`config.mk`:
```
export PLATFORM = sky130hd
export DESIGN_NAME = key_entry_sequencer
export DESIGN_NICKNAME = d
export VERILOG_FILES = /design/src/rtl/key_entry_sequencer.sv
export SDC_FILE = /design/constraint.sdc
export NUM_CORES = 1
export LEC_CHECK = 0
export CAP_MARGIN = 10
export CORE_MARGIN = 2
export CORE_UTILIZATION = 50
export DETAILED_ROUTE_END_ITERATION = 8
export DONT_BUFFER_PORTS = 1
export RECOVER_POWER = 25
export SLEW_MARGIN = 5
export SYNTH_ARGS = -nofsm -noshare
export SYNTH_HDL_FRONTEND = slang
export SYNTH_SLANG_ARGS = --single-unit
```
`constraint.sdc`:
```
create_clock -name clk_i -period 2.8 [get_ports clk_i]
set_input_delay 0.56 -clock clk_i [delete_from_list [all_inputs] [get_ports clk_i]]
set_output_delay 0.56 -clock clk_i [all_outputs]
set_load 0.05 [all_outputs]
```
`src/rtl/key_entry_sequencer.sv`:
```
// Keypad entry sequencer: debounces raw key codes, drives digit-buffer strobes and
// hands the finished request to the link. Optional SEND_TIMEOUT_EN adds a ready-wait timeout.
module key_entry_sequencer #(
    parameter int DEBOUNCE_CYCLES = 4,
    parameter int MAX_DIGITS      = 4,
    parameter int TIMEOUT_CYCLES  = 1000
) (
    input  logic       clk_i,
    input  logic       reset_i,
    input  logic [3:0] key_code_i,
    input  logic       key_valid_i,
    output logic       buf_sel_o,
    output logic [3:0] buf_num_o,
    output logic       buf_push_o,
    output logic       buf_pop_o,
    output logic       buf_clr_all_o,
    output logic [2:0] digit_cnt_o,
    output logic [1:0] op_code_o,
    output logic       req_valid_o,
    input  logic       req_ready_i,
    output logic       err_o,
    output logic [1:0] state_dbg_o
);

    // state   | meaning
    // ENTER_A | collecting operand A digits
    // ENTER_B | collecting operand B digits, operator latched
    // SEND    | request offered to the link, waiting for ready
    // DONE    | request accepted, next key clears both buffers
    typedef enum logic [1:0] {
        ENTER_A = 2'd0,
        ENTER_B = 2'd1,
        SEND    = 2'd2,
        DONE    = 2'd3
    } state_t;

    localparam logic [7:0] DB_LIMIT = 8'(DEBOUNCE_CYCLES);
    localparam logic [2:0] MAXD     = 3'(MAX_DIGITS);

    state_t     state_q, state_d;
    logic [2:0] cnt_a_q, cnt_a_d;
    logic [2:0] cnt_b_q, cnt_b_d;
    logic [1:0] op_q, op_d;

    logic       push_q, push_d;
    logic       pop_q, pop_d;
    logic       clr_q, clr_d;
    logic       err_q, err_d;
    logic [3:0] num_q, num_d;
    logic       req_valid_q, req_valid_d;

    logic       act_push, act_pop, act_clr, act_err;

    logic [3:0] prev_code_q;
    logic       prev_valid_q;
    logic [7:0] stable_cnt_q, stable_cnt_d;
    logic       armed_q, armed_d;
    logic       key_evt;
    logic       timeout;

    logic is_digit, is_op, is_bs, is_ent;
    assign is_digit = (key_code_i <= 4'd9);
    assign is_op    = (key_code_i >= 4'd10) && (key_code_i <= 4'd13);
    assign is_bs    = (key_code_i == 4'd14);
    assign is_ent   = (key_code_i == 4'd15);

    // A sample only counts as stable if the previous sample was also a held key with the same code.
    always_comb begin
        stable_cnt_d = '0;
        if (key_valid_i && prev_valid_q && (key_code_i == prev_code_q)) begin
            stable_cnt_d = (stable_cnt_q == DB_LIMIT) ? stable_cnt_q : stable_cnt_q + 8'd1;
        end
        key_evt = armed_q && (stable_cnt_d == DB_LIMIT);
        armed_d = armed_q;
        if (!key_valid_i) begin
            armed_d = 1'b1;
        end else if (key_evt) begin
            armed_d = 1'b0;
        end
    end

`ifdef SEND_TIMEOUT_EN
    localparam logic [15:0] TO_LOAD = 16'(TIMEOUT_CYCLES - 1);
    logic [15:0] to_cnt_q, to_cnt_d;

    always_comb begin
        to_cnt_d = TO_LOAD;
        if (state_q == SEND) begin
            to_cnt_d = (to_cnt_q == 16'd0) ? 16'd0 : to_cnt_q - 16'd1;
        end
    end

    assign timeout = (state_q == SEND) && (to_cnt_q == 16'd0);

    always_ff @(posedge clk_i) begin
        if (!reset_i) begin
            to_cnt_q <= TO_LOAD;
        end else begin
            to_cnt_q <= to_cnt_d;
        end
    end
`else
    logic [31:0] unused_timeout_cfg;
    assign unused_timeout_cfg = 32'(TIMEOUT_CYCLES);
    assign timeout = 1'b0;
`endif

    always_ff @(posedge clk_i) begin
        if (!reset_i) begin
            state_q      <= ENTER_A;
            cnt_a_q      <= '0;
            cnt_b_q      <= '0;
            op_q         <= '0;
            push_q       <= 1'b0;
            pop_q        <= 1'b0;
            clr_q        <= 1'b0;
            err_q        <= 1'b0;
            num_q        <= '0;
            req_valid_q  <= 1'b0;
            prev_code_q  <= '0;
            prev_valid_q <= 1'b0;
            stable_cnt_q <= '0;
            armed_q      <= 1'b1;
        end else begin
            state_q      <= state_d;
            cnt_a_q      <= cnt_a_d;
            cnt_b_q      <= cnt_b_d;
            op_q         <= op_d;
            push_q       <= push_d;
            pop_q        <= pop_d;
            clr_q        <= clr_d;
            err_q        <= err_d;
            num_q        <= num_d;
            req_valid_q  <= req_valid_d;
            prev_code_q  <= key_code_i;
            prev_valid_q <= key_valid_i;
            stable_cnt_q <= stable_cnt_d;
            armed_q      <= armed_d;
        end
    end

    always_comb begin
        state_d  = state_q;
        cnt_a_d  = cnt_a_q;
        cnt_b_d  = cnt_b_q;
        op_d     = op_q;
        act_push = 1'b0;
        act_pop  = 1'b0;
        act_clr  = 1'b0;
        act_err  = 1'b0;
        case (state_q)
            ENTER_A: begin
                if (key_evt) begin
                    if (is_digit) begin
                        if (cnt_a_q < MAXD) begin
                            act_push = 1'b1;
                            cnt_a_d  = cnt_a_q + 3'd1;
                        end else begin
                            act_err = 1'b1;
                        end
                    end else if (is_bs) begin
                        if (cnt_a_q != 3'd0) begin
                            act_pop = 1'b1;
                            cnt_a_d = cnt_a_q - 3'd1;
                        end
                    end else if (is_op) begin
                        if (cnt_a_q != 3'd0) begin
                            op_d    = 2'(key_code_i - 4'd10);
                            state_d = ENTER_B;
                        end else begin
                            act_err = 1'b1;
                        end
                    end else begin
                        act_err = 1'b1;
                    end
                end
            end
            ENTER_B: begin
                if (key_evt) begin
                    if (is_digit) begin
                        if (cnt_b_q < MAXD) begin
                            act_push = 1'b1;
                            cnt_b_d  = cnt_b_q + 3'd1;
                        end else begin
                            act_err = 1'b1;
                        end
                    end else if (is_bs) begin
                        if (cnt_b_q != 3'd0) begin
                            act_pop = 1'b1;
                            cnt_b_d = cnt_b_q - 3'd1;
                        end else begin
                            state_d = ENTER_A;
                        end
                    end else if (is_op) begin
                        op_d = 2'(key_code_i - 4'd10);
                    end else if (is_ent) begin
                        if (cnt_b_q != 3'd0) begin
                            state_d = SEND;
                        end else begin
                            act_err = 1'b1;
                        end
                    end
                end
            end
            SEND: begin
                // Ready beats a simultaneous timeout.
                if (req_ready_i) begin
                    state_d = DONE;
                end else if (timeout) begin
                    state_d = ENTER_B;
                    act_err = 1'b1;
                end
            end
            DONE: begin
                if (key_evt) begin
                    act_clr = 1'b1;
                    cnt_a_d = '0;
                    cnt_b_d = '0;
                    op_d    = '0;
                    state_d = ENTER_A;
                end
            end
            default: state_d = ENTER_A;
        endcase
    end

    always_comb begin
        push_d      = act_push;
        pop_d       = act_pop;
        clr_d       = act_clr;
        err_d       = act_err;
        num_d       = act_push ? key_code_i : num_q;
        req_valid_d = (state_d == SEND);
    end

    assign buf_sel_o     = (state_q != ENTER_A);
    assign buf_num_o     = num_q;
    assign buf_push_o    = push_q;
    assign buf_pop_o     = pop_q;
    assign buf_clr_all_o = clr_q;
    assign err_o         = err_q;
    assign digit_cnt_o   = buf_sel_o ? cnt_b_q : cnt_a_q;
    assign op_code_o     = op_q;
    assign req_valid_o   = req_valid_q;
    assign state_dbg_o   = state_q;

endmodule

```
==> results of run 1 <==
-- state kept, by name, summed over array words and instances, names as in the netlist --
signal	count
req_valid_o	1
buf_pop_o	1
cnt_a_q	3
buf_push_o	1
stable_cnt_q	8
prev_code_q	4
err_o	1
state_dbg_o	2
cnt_b_q	3
prev_valid_q	1
buf_clr_all_o	1
armed_q	1
buf_num_o	4
op_code_o	2
-- routing by layer --
layer,global-route usage,share of wire
met5,0,0
met1,0.286,0.48
met4,0.0878,0.015
met3,0.0573,0.076
met2,0.314,0.43
-- cell families (layout without fill, tap and decap cells) --
kind of cell / after synthesis / count (layout) / synth area share
xor+xnor: 14 / 14 / 0.0660
compound gates: 33 / 33 / 0.128
simple gates: 86 / 86 / 0.261
mux: 11 / 11 / 0.0600
fa+ha+maj: 6 / 6 / 0.0485
flops: 33 / 33 / 0.356
buf+inv: 28 / 27 / 0.0802
-- through the flow --
| step | utilization | setup slack [ns] | area, sq um | std cells |
|---|---|---|---|---|
| 6_report | 0.543 | 0.468 | 1960 | 258 |
| 5_1_grt | 0.543 | 0.329 | 1960 | 258 |
| 4_1_cts | 0.543 | 0.487 | 1960 | 258 |
| 3_5_place_dp | 0.515 | 0.375 | 1860 | 250 |
| 3_3_place_gp | 0.515 | 0.292 | 1860 | 250 |
| 2_1_floorplan | - | 0.180 | 1860 | 211 |
-- layout make-up --
| class | instances | share of cell area |
|---|---|---|
| timing repair buffer | 5 | 0.0192 |
| clock buffer | 7 | 0.0492 |
| tap | 48 | 0.0307 |
| multi-input combinational | 150 | 0.534 |
| inverter | 14 | 0.0268 |
| clock inverter | 1 | 0.00255 |
| sequential | 33 | 0.337 |
-- cell usage in the layout, fill, tap and decap left out, types with 5 or more instances in the layout --
cell type,netlist,final
sky130_fd_sc_hd__a21oi_1,5,5
sky130_fd_sc_hd__buf_4,2,5
sky130_fd_sc_hd__clkbuf_8,1,7
sky130_fd_sc_hd__dfxtp_1,33,33
sky130_fd_sc_hd__inv_1,14,14
sky130_fd_sc_hd__mux2i_1,10,10
sky130_fd_sc_hd__nand2_1,26,26
sky130_fd_sc_hd__nand3_1,11,11
sky130_fd_sc_hd__nor2_1,13,13
sky130_fd_sc_hd__o21ai_0,8,5
sky130_fd_sc_hd__xnor2_1,6,6
sky130_fd_sc_hd__xor2_1,8,8
-- worst reg2reg max path: cells and delay by family (launching register included) --
family,cells,cell delay (ns)
AOI/OAI and AO/OA,2,0.34
DFF,1,0.53
and+or+nand+nor,2,0.90
adders and majority gates,1,0.28
muxes,1,0.16
-- final timing paths --
path / end / slack, ns / cells after the start
worst max-delay path: cnt_b_q[2]$_SDFFE_PN0P_ / 0.47 / 6
worst min-delay path: prev_code_q[2]$_SDFF_PN0_ / 0.40 / 2
worst max register to register: cnt_b_q[2]$_SDFFE_PN0P_ / 0.47 / 6
worst min register to register: cnt_b_q[1]$_SDFFE_PN0P_ / 0.52 / 2
-- where the power goes --
part / leakage [nW] / internal [mW] / total, mW / switching [mW]
logic: 0.513 / 0.0178 / 0.0407 / 0.0229
registers: 0.267 / 0.473 / 0.475 / 0.00173
clock network: 0.0542 / 0.222 / 0.389 / 0.167
==> reports/qor.tcl, run 1 <==
set qor(outcome) {finished, final reports clean}
set qor(crit_required_ns) 2.96
set qor(worstPathBufferInverterCount) 0
set qor(vdd_ir_drop_max_v) 0.000259
set qor(worst_skew_pair.late_latency_ns) 0.28
set qor(timing.hold.worst.start) {key_code_i[2]}
set qor(pin_count_of_the_biggest_net_entering_global_routing) 26
set qor(initial_utilization) 0.515
set qor(worst_pin_slew_ns) 0.732
set qor(multi_input_area_sq_um) 1050
set qor(gr-total-overflow) 0
set qor(postCtsSetupBuffers) 0
set qor(core.rowCount) 22
set qor(synth-edff-count) 0
set qor(place_congestion) 0.869
set qor(crit_path_max_fanout) 10
set qor(setup.worst_path.start_class) {flip-flop}
set qor(setup_failing_eps_final) 0
set qor(cts_repair_resize_count) 0
set qor(fillers) 355
set qor(synth_cell_types) 55
set qor(worst_path_cell_chain) {ha_1 > or2b_1 > a21oi_2 > o211ai_1 > or4b_1 > mux2i_1}
set qor(synth.cells.most_frequent) {33 x sky130_fd_sc_hd__dfxtp_1, 26 x sky130_fd_sc_hd__nand2_1, 14 x sky130_fd_sc_hd__inv_1, 13 x sky130_fd_sc_hd__nor2_1, 11 x sky130_fd_sc_hd__nand3_1}
set qor(worstSetupEndpointType) {flip-flop}
set qor(cell_family_with_most_cp_delay) {simple AND/OR/NAND/NOR gates}
set qor(n_antenna_cell) 0
set qor(num-nets-final) 223
set qor(boundaryPins) 25
set qor(worst_setup_hold_path_clk_slew_ns) 0.06
set qor(fraction_of_final_layout_cells_with_drive_strength_greater_than_1) 0.129
set qor(cts_max_level) 2
set qor(die_w_um) 64.9
set qor(grt_usage) 0.211
set qor(synth_top_flop_cell) {sky130_fd_sc_hd__dfxtp_1}
set qor(register_area_sq_um) 661
set qor(syn-instance-count) 211
set qor(timing.setup.tns_ns) 0
set qor(synth-seq-cells) 33
set qor(synth.cell_area_sq_um) 1860
set qor(fin_hold_ws_ns) 0.397
set qor(detail_route.vias_per_cell) 5.52
set qor(io_buffers) 0
set qor(critPathSlowestCell) {sky130_fd_sc_hd__or4b_1}
set qor(syn_to_final_growth_pct) 5.53
set qor(count_of_hold_buffers_inserted_by_post_cts_repair) 0
set qor(min_period_over_period) 0.833
set qor(netlist.area_leader.share) 0.356
set qor(chipHeight_um) 64.9
set qor(worst_path_largest_cell_delay_ns) 0.63
set qor(timing.hold.worst.class) {input pin to flip-flop}
set qor(worst_slew_slack_as_a_fraction_of_its_limit) 0.499
set qor(route.final.wire_length_mm) 3.91
set qor(yosysMostFrequentCell) {sky130_fd_sc_hd__dfxtp_1}
set qor(period_needed_ns) 2.33
set qor(remaining_routing_drc_violations) 0
set qor(sequential_fraction_of_the_synthesis_area) 0.356
set qor(clkSinkCount) 33
set qor(mean_syn_cell_area_sq_um) 8.80
set qor(fin_skew_ns) 0.00830
set qor(tritoncts) {yes}
set qor(post-synth-top-area-cell) {sky130_fd_sc_hd__dfxtp_1}
set qor(reg_to_reg_critical_path_startpoint) {stable_cnt_q[0]$_SDFF_PN0_}
set qor(detailedRoute.firstIterationViolations) 90
set qor(syn_nets) 225
set qor(p_leak_nw) 0.834
set qor(grt_pass1_wl_mm) 6.73
set qor(overall_via_count_from_detail_route) 1425
set qor(postRouteAntennaNets) 0
set qor(async_flop_share) 0
set qor(die_area_sq_um) 4220
set qor(maxCapViolations) 0
set qor(clockBufferDepth) 2
set qor(power.total_uw) 905
set qor(post_synth_main_area_contributors) {sky130_fd_sc_hd__dfxtp_1 36%, sky130_fd_sc_hd__mux2i_1 5.4%, sky130_fd_sc_hd__nand2_1 5.3%}
set qor(via_count_of_the_first_global_routing_pass) 1412
set qor(p_per_area_nw_per_um2) 462
set qor(cts_root_buf) {sky130_fd_sc_hd__clkbuf_8}
set qor(hpwl_dp_mm) 2.96
set qor(worst_setup_startpoint) {stable_cnt_q[0]$_SDFF_PN0_}
set qor(antenna_found_initial) 0
set qor(numCtsBuffers) 5
set qor(route.detailed.wl_per_inst_um) 15.2
set qor(timing_max_transition_violations_final) 0
set qor(timing.fmax_mhz) 429
set qor(warning_count_from_the_yosys_run) 0
set qor(setup.worst_path.class) {flip-flop to flip-flop}
set qor(core_sq_um) 3610
set qor(drt-pass1-iter-count) 4
set qor(worst_ep_arrival_time_ns) 2.49
set qor(final_hold_viol_count) 0
set qor(rsz_0062_raised_after_global_routing) {false}
(Power assumes the default switching activity.)
==> run 2, diff against run 1 <==
--- a/config.mk
+++ b/config.mk
@@ -10,6 +10,7 @@
 export CORE_UTILIZATION = 50
 export DETAILED_ROUTE_END_ITERATION = 8
 export DONT_BUFFER_PORTS = 1
+export PLACE_DENSITY = 0.68
 export RECOVER_POWER = 25
 export SLEW_MARGIN = 5
 export SYNTH_ARGS = -nofsm -noshare
==> constraint.sdc (replaced) <==
create_clock -name clk_i -period 2 [get_ports clk_i]
set_input_delay 0.4 -clock clk_i [delete_from_list [all_inputs] [get_ports clk_i]]
set_output_delay 0.4 -clock clk_i [all_outputs]
set_load 0.05 [all_outputs]
==> reports/qor.tcl, run 2 (synthesis gave the netlist of run 1 again) <==
set qor(fin_skew_ns) 0.00381 ;# was 0.00830 ns
set qor(timing.reg2reg.worst_path_depth) 6 ;# unchanged
set qor(tritoncts) {yes} ;# unchanged
set qor(ff2ff_setup_slack_ns) 0.05 ;# was 0.47 ns
set qor(via_count_of_the_first_global_routing_pass) 1504 ;# was 1,412
set qor(total_non_filler_cell_area_in_the_finished_layout_sq_um) 2110 ;# was 1960 sq um
set qor(timing.hold.worst_endpoint) {prev_code_q[1]$_SDFF_PN0_} ;# was prev_code_q[2]$_SDFF_PN0_
set qor(maxCapViolations) 0 ;# unchanged
set qor(timing.hold.worst.class) {input pin to flip-flop} ;# unchanged
set qor(setup_failing_eps_final) 0 ;# unchanged
set qor(postRouteAntennaNets) 0 ;# unchanged
set qor(outcome) {finished, final reports clean} ;# unchanged
set qor(top_register_by_number_of_flip_flops) {stable_cnt_q} ;# unchanged
set qor(worstPathBufferInverterCount) 0 ;# unchanged
set qor(min_period_over_period) 0.975 ;# was 0.833
set qor(route.final.wire_length_mm) 3.99 ;# was 3.91 mm
set qor(overall_via_count_from_detail_route) 1527 ;# was 1,425
set qor(worst_path_largest_cell_delay_ns) 0.54 ;# was 0.63 ns
set qor(p_sw_frac) 0.215 ;# was 0.212
set qor(core_sq_um) 3610 ;# unchanged
set qor(comb_power_share) 0.046 ;# was 0.045
set qor(n_antenna_cell) 0 ;# unchanged
set qor(power.net_switching_uw) 274 ;# was 192 uW
set qor(crit_path_max_fanout) 4 ;# was 10
set qor(detailedRoute.firstIterationViolations) 68 ;# was 90
set qor(p_leak_nw) 0.886 ;# was 0.834 nW
set qor(fraction_of_final_layout_cells_with_drive_strength_greater_than_1) 0.224 ;# was 0.129
set qor(grt_usage) 0.210 ;# was 0.211
set qor(top_usage_layer) {met2} ;# unchanged
set qor(worst_pin_slew_ns) 0.542 ;# was 0.732 ns
set qor(critPathSlowestCell) {sky130_fd_sc_hd__or4b_4} ;# was sky130_fd_sc_hd__or4b_1
set qor(gr-total-overflow) 0 ;# unchanged
set qor(route.detailed.wl_per_inst_um) 14.9 ;# was 15.2 um
set qor(worstSetupEndpointType) {flip-flop} ;# unchanged
set qor(worst_skew_pair.late_latency_ns) 0.29 ;# was 0.28 ns
set qor(boundaryPins) 25 ;# unchanged
set qor(grt_use_met3) 0.0382 ;# was 0.0573
set qor(clockBufferDepth) 2 ;# unchanged
set qor(drt-pass1-iter-count) 4 ;# unchanged
set qor(layout.cells.most_common) {sky130_fd_sc_hd__dfxtp_1} ;# unchanged
set qor(critical_path.reg2reg.endpoint) {cnt_b_q[1]$_SDFFE_PN0P_} ;# was cnt_b_q[2]$_SDFFE_PN0P_
set qor(die_w_um) 64.9 ;# unchanged
set qor(fin_hold_ws_ns) 0.226 ;# was 0.397 ns
set qor(worst_ep_arrival_time_ns) 2.16 ;# was 2.49 ns
set qor(worst_slew_slack_as_a_fraction_of_its_limit) 0.629 ;# was 0.499
set qor(p_per_area_nw_per_um2) 602 ;# was 462 nW/um^2
set qor(detail_route.vias_per_cell) 5.72 ;# was 5.52
set qor(period_needed_ns) 1.95 ;# was 2.33 ns
set qor(initial_utilization) 0.515 ;# unchanged
set qor(largest_register_ff_count) 8 ;# unchanged
set qor(timing.fmax_mhz) 513 ;# was 429 MHz
set qor(finish.utilization) 0.586 ;# was 0.543
set qor(syn_to_final_growth_pct) 13.9 ;# was 5.53%
set qor(cts_max_level) 2 ;# unchanged
set qor(worst_setup_hold_path_clk_slew_ns) 0.07 ;# was 0.06 ns
set qor(power.total_mw) 1.27 ;# was 905 uW
set qor(worst_path_cell_chain) {ha_4 > or2b_1 > a21oi_2 > o211ai_1 > or4b_4 > mux2i_1} ;# was ha_1 > or2b_1 > a21oi_2 > o211ai_1 > or4b_1 > mux2i_1
set qor(final-instance-count-excl-fill) 267 ;# was 258
set qor(most-common-layout-cells) {30 x sky130_fd_sc_hd__dfxtp_1, 26 x sky130_fd_sc_hd__nand2_1, 13 x sky130_fd_sc_hd__inv_1, 13 x sky130_fd_sc_hd__nor2_1, 12 x sky130_fd_sc_hd__buf_4} ;# was 33 x sky130_fd_sc_hd__dfxtp_1, 26 x sky130_fd_sc_hd__nand2_1, 14 x sky130_fd_sc_hd__inv_1
set qor(cell_family_with_most_cp_delay) {simple AND/OR/NAND/NOR gates} ;# unchanged
set qor(place_congestion) 0.852 ;# was 0.869
set qor(io_buffers) 0 ;# unchanged
set qor(setup.worst_path.class) {flip-flop to flip-flop} ;# unchanged
set qor(grt_pass1_wl_mm) 6.84 ;# was 6.73 mm
set qor(chipHeight_um) 64.9 ;# unchanged
set qor(rsz_0062_raised_after_global_routing) {false} ;# unchanged
set qor(hold_depth) 2 ;# unchanged
set qor(pin_count_of_the_biggest_net_entering_global_routing) 26 ;# unchanged
set qor(clock_power_share) 0.433 ;# was 0.430
set qor(cts_root_buf) {sky130_fd_sc_hd__clkbuf_8} ;# unchanged
set qor(numCtsBuffers) 5 ;# unchanged
set qor(remaining_routing_drc_violations) 0 ;# unchanged
set qor(vdd_ir_drop_max_v) 0.000325 ;# was 0.000259 V
set qor(reg_to_reg_critical_path_startpoint) {stable_cnt_q[0]$_SDFF_PN0_} ;# unchanged
set qor(antenna_found_initial) 0 ;# unchanged
set qor(timing.hold.worst.start) {key_code_i[1]} ;# was key_code_i[2]
set qor(use_met2) 0.351 ;# was 0.314
set qor(setup.worst_path.start_class) {flip-flop} ;# unchanged
set qor(placedInstanceArea_sq_um) 1940 ;# was 1860 sq um
set qor(placed_cells) 256 ;# was 250
set qor(crit_required_ns) 2.21 ;# was 2.96 ns
set qor(clkSinkCount) 33 ;# unchanged
set qor(worst-path-stages) 6 ;# unchanged
set qor(hpwl_dp_mm) 3.04 ;# was 2.96 mm
set qor(seq_power_share) 0.521 ;# was 0.525
set qor(gr-usage-met1) 0.257 ;# was 0.286
set qor(final_hold_viol_count) 0 ;# unchanged
set qor(core.rowCount) 22 ;# unchanged
set qor(worst_setup_startpoint) {stable_cnt_q[0]$_SDFF_PN0_} ;# unchanged
set qor(timing_max_transition_violations_final) 0 ;# unchanged
set qor(internal_power_uw) 998 ;# was 713 uW
set qor(num-nets-final) 232 ;# was 223
set qor(die_area_sq_um) 4220 ;# unchanged
run 2: per-layer routing:
layer | wire length (um) | share of wire | vias up
met5 | 0 | 0 | -
met3 | 149 | 0.037 | 14
met4 | 133 | 0.033 | 0
met1 | 1730 | 0.43 | 729
li1 | - | - | 747
met2 | 1970 | 0.49 | 37
run 2: how the worst max path moves through the flow:
stage,to,slack [ns]
after floorplan,cnt_b_q[0]$_SDFFE_PN0P_,0.001
after global placement,cnt_b_q[1]$_SDFFE_PN0P_,0.04
after detailed placement,cnt_b_q[1]$_SDFFE_PN0P_,-0.12
after CTS,cnt_b_q[1]$_SDFFE_PN0P_,0.002
after global routing,buf_num_o[3]$_SDFFE_PN0P_,0.003
final,cnt_b_q[1]$_SDFFE_PN0P_,0.05
run 2: area by class of cell:
type	count	area (sq um)
fillers	336	1490
multi-input cells	150	1120
flip-flops and latches	33	669
repair buffers	14	106
clock buffers	7	96.3
well taps	48	60.1
inverters	14	52.6
clock inverters	1	5.00
run 2: metrics by stage:
step	setup TNS, ns	setup slack (ns)
6_report	0	0.0503
5_1_grt	0	0.00299
4_1_cts	0	0.00159
3_5_place_dp	-0.318	-0.116
3_3_place_gp	0	0.0359
2_1_floorplan	0	0.00136
run 2: power by group through the flow:
stage	Clock [mW]	Combinational, mW	Sequential [mW]
6_report	0.551	0.0589	0.662
5_1_grt	0.573	0.0658	0.663
4_1_cts	0.562	0.0587	0.665
3_5_place_dp	0	0.0582	0.680
3_3_place_gp	0	0.0568	0.679
2_1_floorplan	0	0.0666	0.679
run 2: what timing repair did:
action / in CTS / in global routing
gates resized for setup: 3 / 9
gates cloned: 0 / 0
pin swaps: 2 / 4
endpoints found under the setup margin: 9 / 9
setup buffers: 1 / 2
hold buffers: 0 / 0
==> run 3, diff against run 2 <==
--- a/config.mk
+++ b/config.mk
@@ -5,6 +5,8 @@
 export SDC_FILE = /design/constraint.sdc
 export NUM_CORES = 1
 export LEC_CHECK = 0
+export ABC_AREA = 1
+export ABC_CLOCK_PERIOD_IN_PS = 2000
 export CAP_MARGIN = 10
 export CORE_MARGIN = 2
 export CORE_UTILIZATION = 50
==> reports/qor.tcl, run 3 <==
set qor(vdd_ir_drop_max_v) 0.000408 ;# was 0.000325 V
set qor(remaining_routing_drc_violations) 0 ;# unchanged
set qor(synth.cell_area_sq_um) 1950 ;# was 1860 sq um
set qor(timing.fmax_mhz) 524 ;# was 513 MHz
set qor(crit_path_max_fanout) 5 ;# was 4
set qor(fraction_of_final_layout_cells_with_drive_strength_greater_than_1) 0.184 ;# was 0.224
set qor(most-common-layout-cells) {87 x sky130_fd_sc_hd__nand2_1, 49 x sky130_fd_sc_hd__inv_1, 38 x sky130_fd_sc_hd__nor2_1} ;# was 30 x sky130_fd_sc_hd__dfxtp_1, 26 x sky130_fd_sc_hd__nand2_1, 13 x sky130_fd_sc_hd__inv_1, 13 x sky130_fd_sc_hd__nor2_1, 12 x sky130_fd_sc_hd__buf_4
set qor(route.detailed.wl_per_inst_um) 12.0 ;# was 14.9 um
set qor(placed_cells) 369 ;# was 256
set qor(syn-instance-count) 313 ;# was 211
set qor(worst_ep_arrival_time_ns) 2.11 ;# was 2.16 ns
set qor(io_buffers) 0 ;# unchanged
set qor(critPathSlowestCell) {sky130_fd_sc_hd__dfxtp_4} ;# was sky130_fd_sc_hd__or4b_4
set qor(worst_slew_slack_as_a_fraction_of_its_limit) 0.657 ;# was 0.629
set qor(drt-pass1-iter-count) 4 ;# unchanged
set qor(largest_register_ff_count) 8 ;# unchanged
set qor(timing.hold.worst.start) {key_code_i[2]} ;# was key_code_i[1]
set qor(count_of_hold_buffers_inserted_by_post_cts_repair) 0 ;# unchanged
set qor(setup.worst_path.class) {flip-flop to flip-flop} ;# unchanged
set qor(min_period_over_period) 0.953 ;# was 0.975
set qor(numCtsBuffers) 5 ;# unchanged
set qor(p_leak_nw) 1.14 ;# was 0.886 nW
set qor(worstSetupEndpointType) {flip-flop} ;# unchanged
set qor(timing.reg2reg.worst_path_depth) 13 ;# was 6
set qor(crit_required_ns) 2.20 ;# was 2.21 ns
set qor(syn_nets) 327 ;# was 225
set qor(synth-seq-cells) 33 ;# unchanged
set qor(post-place-ws_ns) 0.0163 ;# was -0.116 ns
set qor(timing.hold.worst_endpoint) {prev_code_q[2]$_SDFF_PN0_} ;# was prev_code_q[1]$_SDFF_PN0_
set qor(worst_setup_hold_path_clk_slew_ns) 0.07 ;# about the same
set qor(die_w_um) 66.5 ;# was 64.9 um
set qor(fin_skew_ns) 0.00337 ;# was 0.00381 ns
set qor(timing.hold.worst.class) {input pin to flip-flop} ;# unchanged
set qor(yosysMostFrequentCell) {sky130_fd_sc_hd__nand2_1} ;# was sky130_fd_sc_hd__dfxtp_1
set qor(grt_pass1_wl_mm) 7.56 ;# was 6.84 mm
set qor(syn_to_final_growth_pct) 19.3 ;# was 13.9%
set qor(grt_usage) 0.221 ;# was 0.210
set qor(post_synth_main_area_contributors) {sky130_fd_sc_hd__dfxtp_1 34%, sky130_fd_sc_hd__nand2_1 18%, sky130_fd_sc_hd__inv_1 9.8%} ;# was sky130_fd_sc_hd__dfxtp_1 36%, sky130_fd_sc_hd__mux2i_1 5.4%, sky130_fd_sc_hd__nand2_1 5.3%
set qor(boundaryPins) 25 ;# unchanged
set qor(synth_cell_types) 29 ;# was 55
set qor(critical_path.reg2reg.endpoint) {err_o$_SDFF_PN0_} ;# was cnt_b_q[1]$_SDFFE_PN0P_
set qor(hpwl_dp_mm) 3.30 ;# was 3.04 mm
set qor(num-nets-final) 345 ;# was 232
set qor(tritoncts) {yes} ;# unchanged
set qor(synth-edff-count) 0 ;# unchanged
set qor(period_needed_ns) 1.91 ;# was 1.95 ns
set qor(netlist.area_leader.share) 0.338 ;# was 0.356
set qor(fillers) 354 ;# was 336
set qor(core_sq_um) 3720 ;# was 3610 sq um
set qor(hold_depth) 2 ;# unchanged
set qor(layout.cells.most_common) {sky130_fd_sc_hd__nand2_1} ;# was sky130_fd_sc_hd__dfxtp_1
set qor(ff2ff_setup_slack_ns) 0.09 ;# was 0.05 ns
set qor(gr-total-overflow) 0 ;# unchanged
set qor(final_hold_viol_count) 0 ;# unchanged
set qor(chipHeight_um) 66.5 ;# was 64.9 um
set qor(top_register_by_number_of_flip_flops) {stable_cnt_q} ;# unchanged
set qor(antenna_found_initial) 0 ;# unchanged
set qor(clockBufferDepth) 2 ;# unchanged
set qor(timing_max_transition_violations_final) 0 ;# unchanged
set qor(worst_pin_slew_ns) 0.513 ;# was 0.542 ns
set qor(setup_failing_eps_final) 0 ;# unchanged
set qor(clkSinkCount) 33 ;# unchanged
set qor(maxCapViolations) 0 ;# unchanged
set qor(final-instance-count-excl-fill) 380 ;# was 267
set qor(finish.utilization) 0.627 ;# was 0.586
set qor(setup.worst_path.start_class) {flip-flop} ;# unchanged
set qor(post-synth-top-area-cell) {sky130_fd_sc_hd__dfxtp_1} ;# unchanged
set qor(outcome) {finished, final reports clean} ;# unchanged
set qor(async_flop_share) 0 ;# unchanged
set qor(reg_to_reg_critical_path_startpoint) {stable_cnt_q[1]$_SDFF_PN0_} ;# was stable_cnt_q[0]$_SDFF_PN0_
set qor(cp_common_cell) {sky130_fd_sc_hd__nand2_2}
set qor(place_congestion) 0.889 ;# was 0.852
set qor(warning_count_from_the_yosys_run) 0 ;# unchanged
set qor(pin_count_of_the_biggest_net_entering_global_routing) 19 ;# was 26
set qor(worst_slack_ns) 0.0932 ;# was 0.0503 ns
set qor(sequential_fraction_of_the_synthesis_area) 0.338 ;# was 0.356
set qor(timing.setup.tns_ns) 0 ;# unchanged
set qor(route.final.wire_length_mm) 4.57 ;# was 3.99 mm
set qor(p_per_area_nw_per_um2) 671 ;# was 602 nW/um^2
set qor(die_area_sq_um) 4420 ;# was 4220 sq um
set qor(cts_max_level) 2 ;# unchanged
set qor(via_count_of_the_first_global_routing_pass) 1758 ;# was 1,504
set qor(cts_root_buf) {sky130_fd_sc_hd__clkbuf_8} ;# unchanged
set qor(fin_hold_ws_ns) 0.207 ;# was 0.226 ns
set qor(detail_route.vias_per_cell) 4.99 ;# was 5.72
set qor(worst_skew_pair.late_latency_ns) 0.28 ;# was 0.29 ns
set qor(synth.cells.most_frequent) {92 x sky130_fd_sc_hd__nand2_1, 51 x sky130_fd_sc_hd__inv_1, 43 x sky130_fd_sc_hd__nor2_1, 33 x sky130_fd_sc_hd__dfxtp_1, 16 x sky130_fd_sc_hd__a21oi_1} ;# was 33 x sky130_fd_sc_hd__dfxtp_1, 26 x sky130_fd_sc_hd__nand2_1, 14 x sky130_fd_sc_hd__inv_1, 13 x sky130_fd_sc_hd__nor2_1, 11 x sky130_fd_sc_hd__nand3_1
set qor(initial_utilization) 0.525 ;# was 0.515
set qor(overall_via_count_from_detail_route) 1897 ;# was 1,527
set qor(detailedRoute.firstIterationViolations) 133 ;# was 68
set qor(n_antenna_cell) 0 ;# unchanged
set qor(core.rowCount) 22 ;# unchanged
set qor(postRouteAntennaNets) 0 ;# unchanged
set qor(worst_path_largest_cell_delay_ns) 0.39 ;# was 0.54 ns
set qor(synth_top_flop_cell) {sky130_fd_sc_hd__dfxtp_1} ;# unchanged
set qor(mean_syn_cell_area_sq_um) 6.24 ;# was 8.80 sq um
set qor(worst_path_cell_chain) {ha_4 > nand2_2 > nor2_2 > nand2_1 > nand2_2 > inv_1 > o21ai_1 > nand3_1 > nor2_2 > nand2_2 > inv_4 > nand3b_2 > nor3_1} ;# was ha_4 > or2b_1 > a21oi_2 > o211ai_1 > or4b_4 > mux2i_1
run 3: worst max-delay path: cells and delay by family (launching register included):
kind / cells / cell delay [ns]
AO/OA/AOI/OAI: 1 / 0.12
adder cells (fa/ha/maj): 1 / 0.15
buffers and inverters: 2 / 0.17
flip-flops: 1 / 0.39
AND/OR/NAND/NOR: 9 / 1.00
run 3: logic make-up (layout without fill, tap and decap cells):
kind of cell    Yosys count  after routing  synth area share
xor+xnor                  1              1           0.00449
buf+inv                  59             78             0.117
fa+ha+maj                 6              6            0.0462
simple gates            176            176             0.392
flops                    33             33             0.338
compound gates           38             38             0.103
run 3: worst max path at each step:
stage	depth (start not counted)	slack, ns	end	start
finish	13	0.09	err_o$_SDFF_PN0_	stable_cnt_q[1]$_SDFF_PN0_
global route	14	-0.03	cnt_a_q[0]$_SDFFE_PN0P_	stable_cnt_q[0]$_SDFF_PN0_
CTS	14	0.006	cnt_a_q[0]$_SDFFE_PN0P_	stable_cnt_q[0]$_SDFF_PN0_
detailed placement	14	0.02	cnt_a_q[0]$_SDFFE_PN0P_	stable_cnt_q[1]$_SDFF_PN0_
global placement	12	0.11	buf_pop_o$_SDFF_PN0_	stable_cnt_q[0]$_SDFF_PN0_
floorplan	3	-0.12	digit_cnt_o[0]	state_dbg_o[1]$_SDFF_PN0_
run 3: final cells by class:
type	instances	area, sq um	area share
clock buffer	7	86.3	0.0371
clock inverter	1	30.0	0.0129
inverter	56	215	0.0924
multi-input combinational	221	1160	0.499
sequential	33	669	0.287
tap	48	60.1	0.0258
timing repair buffer	14	105	0.0451
run 3: routing by layer:
metal / track usage / wire length, um
met1: 0.284 / 2150
met2: 0.354 / 2190
met3: 0.0693 / 198
met4: 0.0689 / 36
met5: 0 / 0
run 3: report_power, final:
part | total [mW] | internal (mW) | leakage [nW] | switching (mW)
logic | 0.226 | 0.0754 | 0.813 | 0.150
clock network | 0.649 | 0.406 | 0.0585 | 0.243
registers | 0.687 | 0.670 | 0.270 | 0.0179
run 3: stage by stage:
| stage | power (mW) | instance area [sq um] |
|---|---|---|
| finish | 1.56 | 2330 |
| global route | 1.63 | 2330 |
| CTS | 1.57 | 2200 |
| detailed placement | 0.923 | 2080 |
| global placement | 0.923 | 2080 |
| floorplan | 0.870 | 1950 |
run 3: what timing repair did:
item,CTS,global route
pin swaps,0,14
gates cloned,0,0
resized for setup,1,30
endpoints found under the setup margin,1,19
setup buffers,0,3
